$ cat src/rtl/sseg_pkg.sv
// Shared types and constants for the seven-segment scan multiplexer.
package sseg_pkg;
  typedef enum logic {ST_BLANK, ST_ON} scan_state_t;

  localparam logic [7:0] SSEG_OFF = 8'hFF;

  // $clog2 that never yields a zero-width vector
  function automatic int clog2_min1(input int v);
    return (v > 1) ? $clog2(v) : 1;
  endfunction
endpackage

$ cat src/rtl/sseg_dwell_counter.sv
// Modulo dwell counter: counts 0..term and flags the last count; the terminal
// value is loaded each cycle so one instance times both BLANK and ON periods.
module sseg_dwell_counter #(
  parameter int W = 16
) (
  input  logic         clk,
  input  logic         reset,
  input  logic [W-1:0] term,
  output logic         last
);
  logic [W-1:0] cnt;

  assign last = (cnt == term);

  always_ff @(posedge clk) begin
    if (!reset)     cnt <= '0;
    else if (last)  cnt <= '0;
    else            cnt <= cnt + 1'b1;
  end
endmodule

$ cat src/rtl/sseg_scan_mux.sv
// Frame-latched, blank-gapped scan driver for a common-anode 7-seg display.
// Define SSEG_DIM_EN to add the dim[3:0] PWM brightness input.
module sseg_scan_mux
  import sseg_pkg::*;
#(
  parameter int N         = 8,
  parameter int SCAN_CNT  = 50000,
  parameter int BLANK_CNT = 500
) (
  input  logic           clk,
  input  logic           reset,
  input  logic [8*N-1:0] in_pat,
  input  logic [N-1:0]   en_mask,
`ifdef SSEG_DIM_EN
  input  logic [3:0]     dim,
`endif
  output logic [N-1:0]   an,
  output logic [7:0]     sseg,
  output logic           frame_tick
);
  localparam int MAXC = (SCAN_CNT > BLANK_CNT) ? SCAN_CNT : BLANK_CNT;
  localparam int CW   = clog2_min1(MAXC);
  localparam int IW   = clog2_min1(N);
  localparam logic [CW-1:0] SCAN_TERM  = CW'(SCAN_CNT - 1);
  localparam logic [CW-1:0] BLANK_TERM = CW'(BLANK_CNT - 1);
  localparam logic [IW-1:0] IDX_LAST   = IW'(N - 1);

  scan_state_t          state, state_d;
  logic [IW-1:0]        idx, idx_d;
  logic [N-1:0][7:0]    pat_q, pat_d;
  logic [N-1:0]         mask_q, mask_d;
  logic [CW-1:0]        term;
  logic                 last, go_on, wrap, lit;
  logic [N-1:0]         an_d;
  logic [7:0]           sseg_d;

  assign term = (state == ST_ON) ? SCAN_TERM : BLANK_TERM;

  sseg_dwell_counter #(.W(CW)) u_dwell (
    .clk   (clk),
    .reset (reset),
    .term  (term),
    .last  (last)
  );

  // Patterns are only sampled when the scan wraps to digit 0, so a CPU write
  // mid-frame cannot produce a frame mixing old and new digits.
  always_comb begin
    state_d = state;
    idx_d   = idx;
    pat_d   = pat_q;
    mask_d  = mask_q;
    go_on   = 1'b0;
    wrap    = 1'b0;
    case (state)
      ST_BLANK: if (last) begin
        go_on   = 1'b1;
        state_d = ST_ON;
        if (idx == IDX_LAST) begin
          idx_d  = '0;
          wrap   = 1'b1;
          pat_d  = in_pat;
          mask_d = en_mask;
        end else begin
          idx_d  = idx + 1'b1;
        end
      end
      ST_ON: if (last) state_d = ST_BLANK;
    endcase
  end

`ifdef SSEG_DIM_EN
  logic [3:0] pwm, pwm_d;

  assign pwm_d = go_on ? 4'd0 : pwm + 4'd1;
  assign lit   = (pwm_d <= dim);

  always_ff @(posedge clk) begin
    if (!reset) pwm <= '0;
    else        pwm <= pwm_d;
  end
`else
  assign lit = 1'b1;
`endif

  // Outputs are decoded from next-state so the latch edge already shows new data
  always_comb begin
    an_d   = '1;
    sseg_d = SSEG_OFF;
    if (state_d == ST_ON && lit && mask_d[idx_d]) begin
      an_d[idx_d] = 1'b0;
      sseg_d      = ~pat_d[idx_d];
    end
  end

  always_ff @(posedge clk) begin
    if (!reset) begin
      state      <= ST_BLANK;
      idx        <= IDX_LAST;
      pat_q      <= '0;
      mask_q     <= '0;
      an         <= '1;
      sseg       <= SSEG_OFF;
      frame_tick <= 1'b0;
    end else begin
      state      <= state_d;
      idx        <= idx_d;
      pat_q      <= pat_d;
      mask_q     <= mask_d;
      an         <= an_d;
      sseg       <= sseg_d;
      frame_tick <= wrap;
    end
  end
endmodule

$ cat config.mk
export PLATFORM = sky130hd
export DESIGN_NAME = sseg_scan_mux
export DESIGN_NICKNAME = d
export VERILOG_FILES = /design/src/rtl/sseg_pkg.sv /design/src/rtl/sseg_dwell_counter.sv /design/src/rtl/sseg_scan_mux.sv
export SDC_FILE = /design/constraint.sdc
export NUM_CORES = 1
export LEC_CHECK = 0
export BUFFER_PORTS_ARGS = -buffer_cell sky130_fd_sc_hd__buf_2
export CAP_MARGIN = 20
export CORE_MARGIN = 2
export CORE_UTILIZATION = 25
export CTS_CLUSTER_SIZE = 14
export DETAILED_ROUTE_END_ITERATION = 12
export SLEW_MARGIN = 30
export SYNTH_ARGS = -nofsm -noshare
export SYNTH_HDL_FRONTEND = slang
export SYNTH_SLANG_ARGS = --single-unit
$ cat constraint.sdc
create_clock -name clk -period 3.4 [get_ports clk]
set_clock_uncertainty 0.2 [all_clocks]
set_input_delay 0.17 -clock clk [delete_from_list [all_inputs] [get_ports clk]]
set_output_delay 0.17 -clock clk [all_outputs]
set_load 0.05 [all_outputs]
==> summary.md <==
| Metric | Value |
|---|---|
| Result of the run | finished clean |
| GPL Wtd Cong | 0.805 |
| Kind of path behind the tightest hold check | flop to flop |
| Number of enable-type register cells in the synthesized netlist | 0 |
| Root Buffer Master | sky130_fd_sc_hd__clkbuf_16 |
| Leading cell type in the layout, fill and taps excluded | sky130_fd_sc_hd__dfxtp_1 |
| Largest fanout on the critical path | 16 |
| Fill cells | 1,746 |
| Delay of the slowest critical-path stage | 0.49 ns |
| Placement-stage worst setup slack | 0.154 ns |
| Sinks on the clock net | 109 |
| Cell variety after synth | 44 |
| Internal power component | 1.89 mW |
| Floorplan die area | 0.0188 mm^2 |
| Post-Synth Simple-Gate Area | 0.181 |
| Leading cell types in the layout, fill and taps excluded | sky130_fd_sc_hd__dfxtp_1 (109), sky130_fd_sc_hd__nor2_1 (104), sky130_fd_sc_hd__buf_2 (90), sky130_fd_sc_hd__mux2i_1 (73), sky130_fd_sc_hd__dlygate4sd3_1 (73) |
| Combinational fraction of design power | 0.058 |
| Cell area after technology mapping | 0.00443 mm^2 |
| Core ar. | 0.0173 mm^2 |
| Largest net degree at the start of global routing | 53 |
| Worst path top cell family by delay | simple AND/OR/NAND/NOR gates |
| Via count | 3,834 |
| Overall routed net length | 12,300 um |
| Tcrit/Tclk final | 0.923 |
| Initial Utilization | 0.256 |
| Critical Path RT | 3.43 ns |
| Achievable Freq | 0.319 GHz |
| Max capacitance violation total | 0 |
| Number of placed cells counting well taps | 758 |
| Later-pin clock latency in the skew report | 0.35 ns |
| First-pass GRT wire length | 18,800 um |
| Antenna fix cells | 0 |
| Fraction of registers with async set or reset after synthesis | 0 |
| # setup viols final | 0 |
| Routed Antenna Nets | 0 |
| Remaining Overflow, GRT | 0 |
| # DRC | 0 |
| Clock share of power | 0.422 |
| Critical path data arrival time | 3.17 ns |
| List of cells traversed by the critical path | ha_1 -> or4b_1 -> or2_1 -> nor3_4 -> buf_12 -> mux2i_1 -> a222oi_1 -> and4_1 -> buf_6 -> nand4_1 |
| Die Y | 137 um |
| Final hold vios | 0 |
| Via density per instance | 4.52 |
| Vias in the first global route | 3,662 |
| Slack of the critical path | 0.262 ns |
| Clock tree from TritonCTS | built |
| Footprint of the flip-flops and latches | 0.00218 mm^2 |
| Clock period minus final worst setup slack | 3.14 ns |
| Non-filler cells in the finished layout | 849 |
| Worst setup EP type | flop |
| Synth warn | 0 |
| CTS clk-pin slew, worst paths | 0.08 ns |
| Average footprint of a synthesized cell | 9.82 um^2 |
| Synthesized flop and latch total | 109 |
| Fraction of power spent switching nets | 0.233 |
| Area of the multi-input gates | 0.00215 mm^2 |
| Type of the worst setup path | flop to flop |
| Top-level I/O count | 91 |
| Violation count after the first detailed-route iteration | 200 |
| GRT Resource Usage Total | 0.133 |
| Port Buffer Count | 90 |
| Die X-Extent | 137 um |
| Leakage power total | 2.31 nW |
| Critical Path Start Type | flop |
| Worst supply voltage drop on vdd | 281 uV |
| Top_reg_cell synth | sky130_fd_sc_hd__dfxtp_1 |
| Layout overhead on the synthesized area | 41.5% |
| Slowest cell on the critical path | sky130_fd_sc_hd__or4b_1 |
| Worst Path Buf+Inv | 2 |
| Post-synthesis cell count | 451 |
| Layout Nets | 696 |
| Max-slew violation count | 0 |
| Share of synthesized area spent on multiplexers | 0.168 |
| Adder and majority cell fraction of the synthesized area | 0.00848 |
| Largest family of logic cells by synthesized area | simple AND/OR/NAND/NOR gates |
| Detailed placer's ending HPWL | 8340 um |
| H-tree depth reported by CTS | 3 |
| Number of buffers created by CTS | 9 |
| Area fraction in compound gates after synthesis | 0.0953 |
| Power density cells | 393 mW/mm^2 |
| Ratio of cells with drive above 1 in the final layout | 0.216 |
| Sequential-to-total area share from yosys stat | 0.493 |
| Detailed Routing Iterations Pass 1 | 4 |
| Max-Slew Margin vs Limit | 0.632 |
| Reported net switching power | 0.573 mW |
| Synth Net Count | 528 |
| Initial antenna violation count | 0 |
| Fraction of power consumed by sequential logic | 0.520 |
| Wire length per cell after detailed routing | 14.5 um |
| Site row count | 48 |
| Slew @ Worst Pin | 0.552 ns |
| Longest Clk Path Bufs | 2 |
| Share of the synthesized netlist area taken by xor and xnor gates | 0.0297 |
-- kinds of logic after synthesis --
kind of cell | count (synthesis)
AO/OA/AOI/OAI | 53
adder cells (fa/ha/maj) | 3
buffers and inverters | 23
flip-flops | 109
multiplexers | 74
XOR/XNOR | 15
AND/OR/NAND/NOR | 174
-- synth_stat cells (all sizes together), types with 2 or more instances --
cell | instances | area, um^2
a22o | 16 | 140
nand2b | 5 | 31.3
a221oi | 2 | 17.5
nand4bb | 2 | 22.5
xnor2 | 4 | 35.0
nor2 | 104 | 390
xor2 | 11 | 96.3
or4 | 2 | 18.8
nor4 | 3 | 18.8
nand4 | 13 | 93.8
buf | 12 | 68.8
ha | 3 | 37.5
inv | 2 | 7.51
or2 | 3 | 18.8
and3 | 2 | 12.5
dfxtp | 109 | 2180
nand2 | 20 | 75.1
o22ai | 8 | 68.8
or3 | 2 | 17.5
nand3 | 10 | 50.1
clkbuf | 9 | 33.8
nor3 | 4 | 20.0
a22oi | 17 | 128
o21ai | 5 | 28.8
mux2i | 73 | 731
-- cell type report --
class,instances,share of cell area
clock buffer,9,0.0359
clock inverter,7,0.0126
inverter,2,0.00120
multi-input combinational,319,0.343
sequential,109,0.348
tap,225,0.0449
timing repair buffer,178,0.214
-- state kept, by name, indices dropped and copies added (netlist names) --
| name | cells |
|---|---|
| an | 8 |
| state | 1 |
| sseg | 8 |
| pat_q | 64 |
| frame_tick | 1 |
| idx | 3 |
| u_dwell.cnt | 16 |
| mask_q | 8 |
-- metal layers --
layer	track usage	part of all wire
met5	0	0
met2	0.218	0.47
met1	0.169	0.48
met4	0.0372	0.0094
met3	0.0404	0.045
-- power by group through the flow --
stage / Clock (mW) / Sequential, mW / Combinational, mW
after floorplan: 0 / 1.31 / 0.0210
after global placement: 0 / 1.31 / 0.0793
after detailed placement: 0 / 1.31 / 0.0780
after CTS: 1.09 / 1.28 / 0.142
after global routing: 1.14 / 1.28 / 0.154
final: 1.04 / 1.28 / 0.142
-- what timing repair did --
action	4_1_cts	5_1_grt
endpoints found under the hold margin	76	0
gates resized for setup	0	2
setup endpoints to repair	0	16
setup buffers	0	1
hold buffers	73	0
-- worst paths after layout --
| check | to | depth (start not counted) | slack, ns | startpoint |
|---|---|---|---|---|
| min reg2reg | u_dwell.cnt[0]$_SDFF_PP0_ | 1 | 0.26 | u_dwell.cnt[0]$_SDFF_PP0_ |
| max | sseg[4]$_SDFF_PN1_ | 10 | 0.26 | u_dwell.cnt[0]$_SDFF_PP0_ |
| max reg2reg | sseg[4]$_SDFF_PN1_ | 10 | 0.26 | u_dwell.cnt[0]$_SDFF_PP0_ |
| min | u_dwell.cnt[0]$_SDFF_PP0_ | 1 | 0.26 | u_dwell.cnt[0]$_SDFF_PP0_ |
-- stage by stage --
stage	power [mW]	area [um^2]	hold WS, ns	util	TNS (ns)
3_5_place_dp	1.39	5180	0.230	0.300	0
3_3_place_gp	1.39	5180	0.234	0.300	0
4_1_cts	2.51	6220	0.258	0.360	0
5_1_grt	2.58	6260	0.273	0.362	-0.00701
6_report	2.46	6260	0.256	0.362	0
2_1_floorplan	1.33	4430	0.0319	-	0
(Power assumes the default switching activity.)
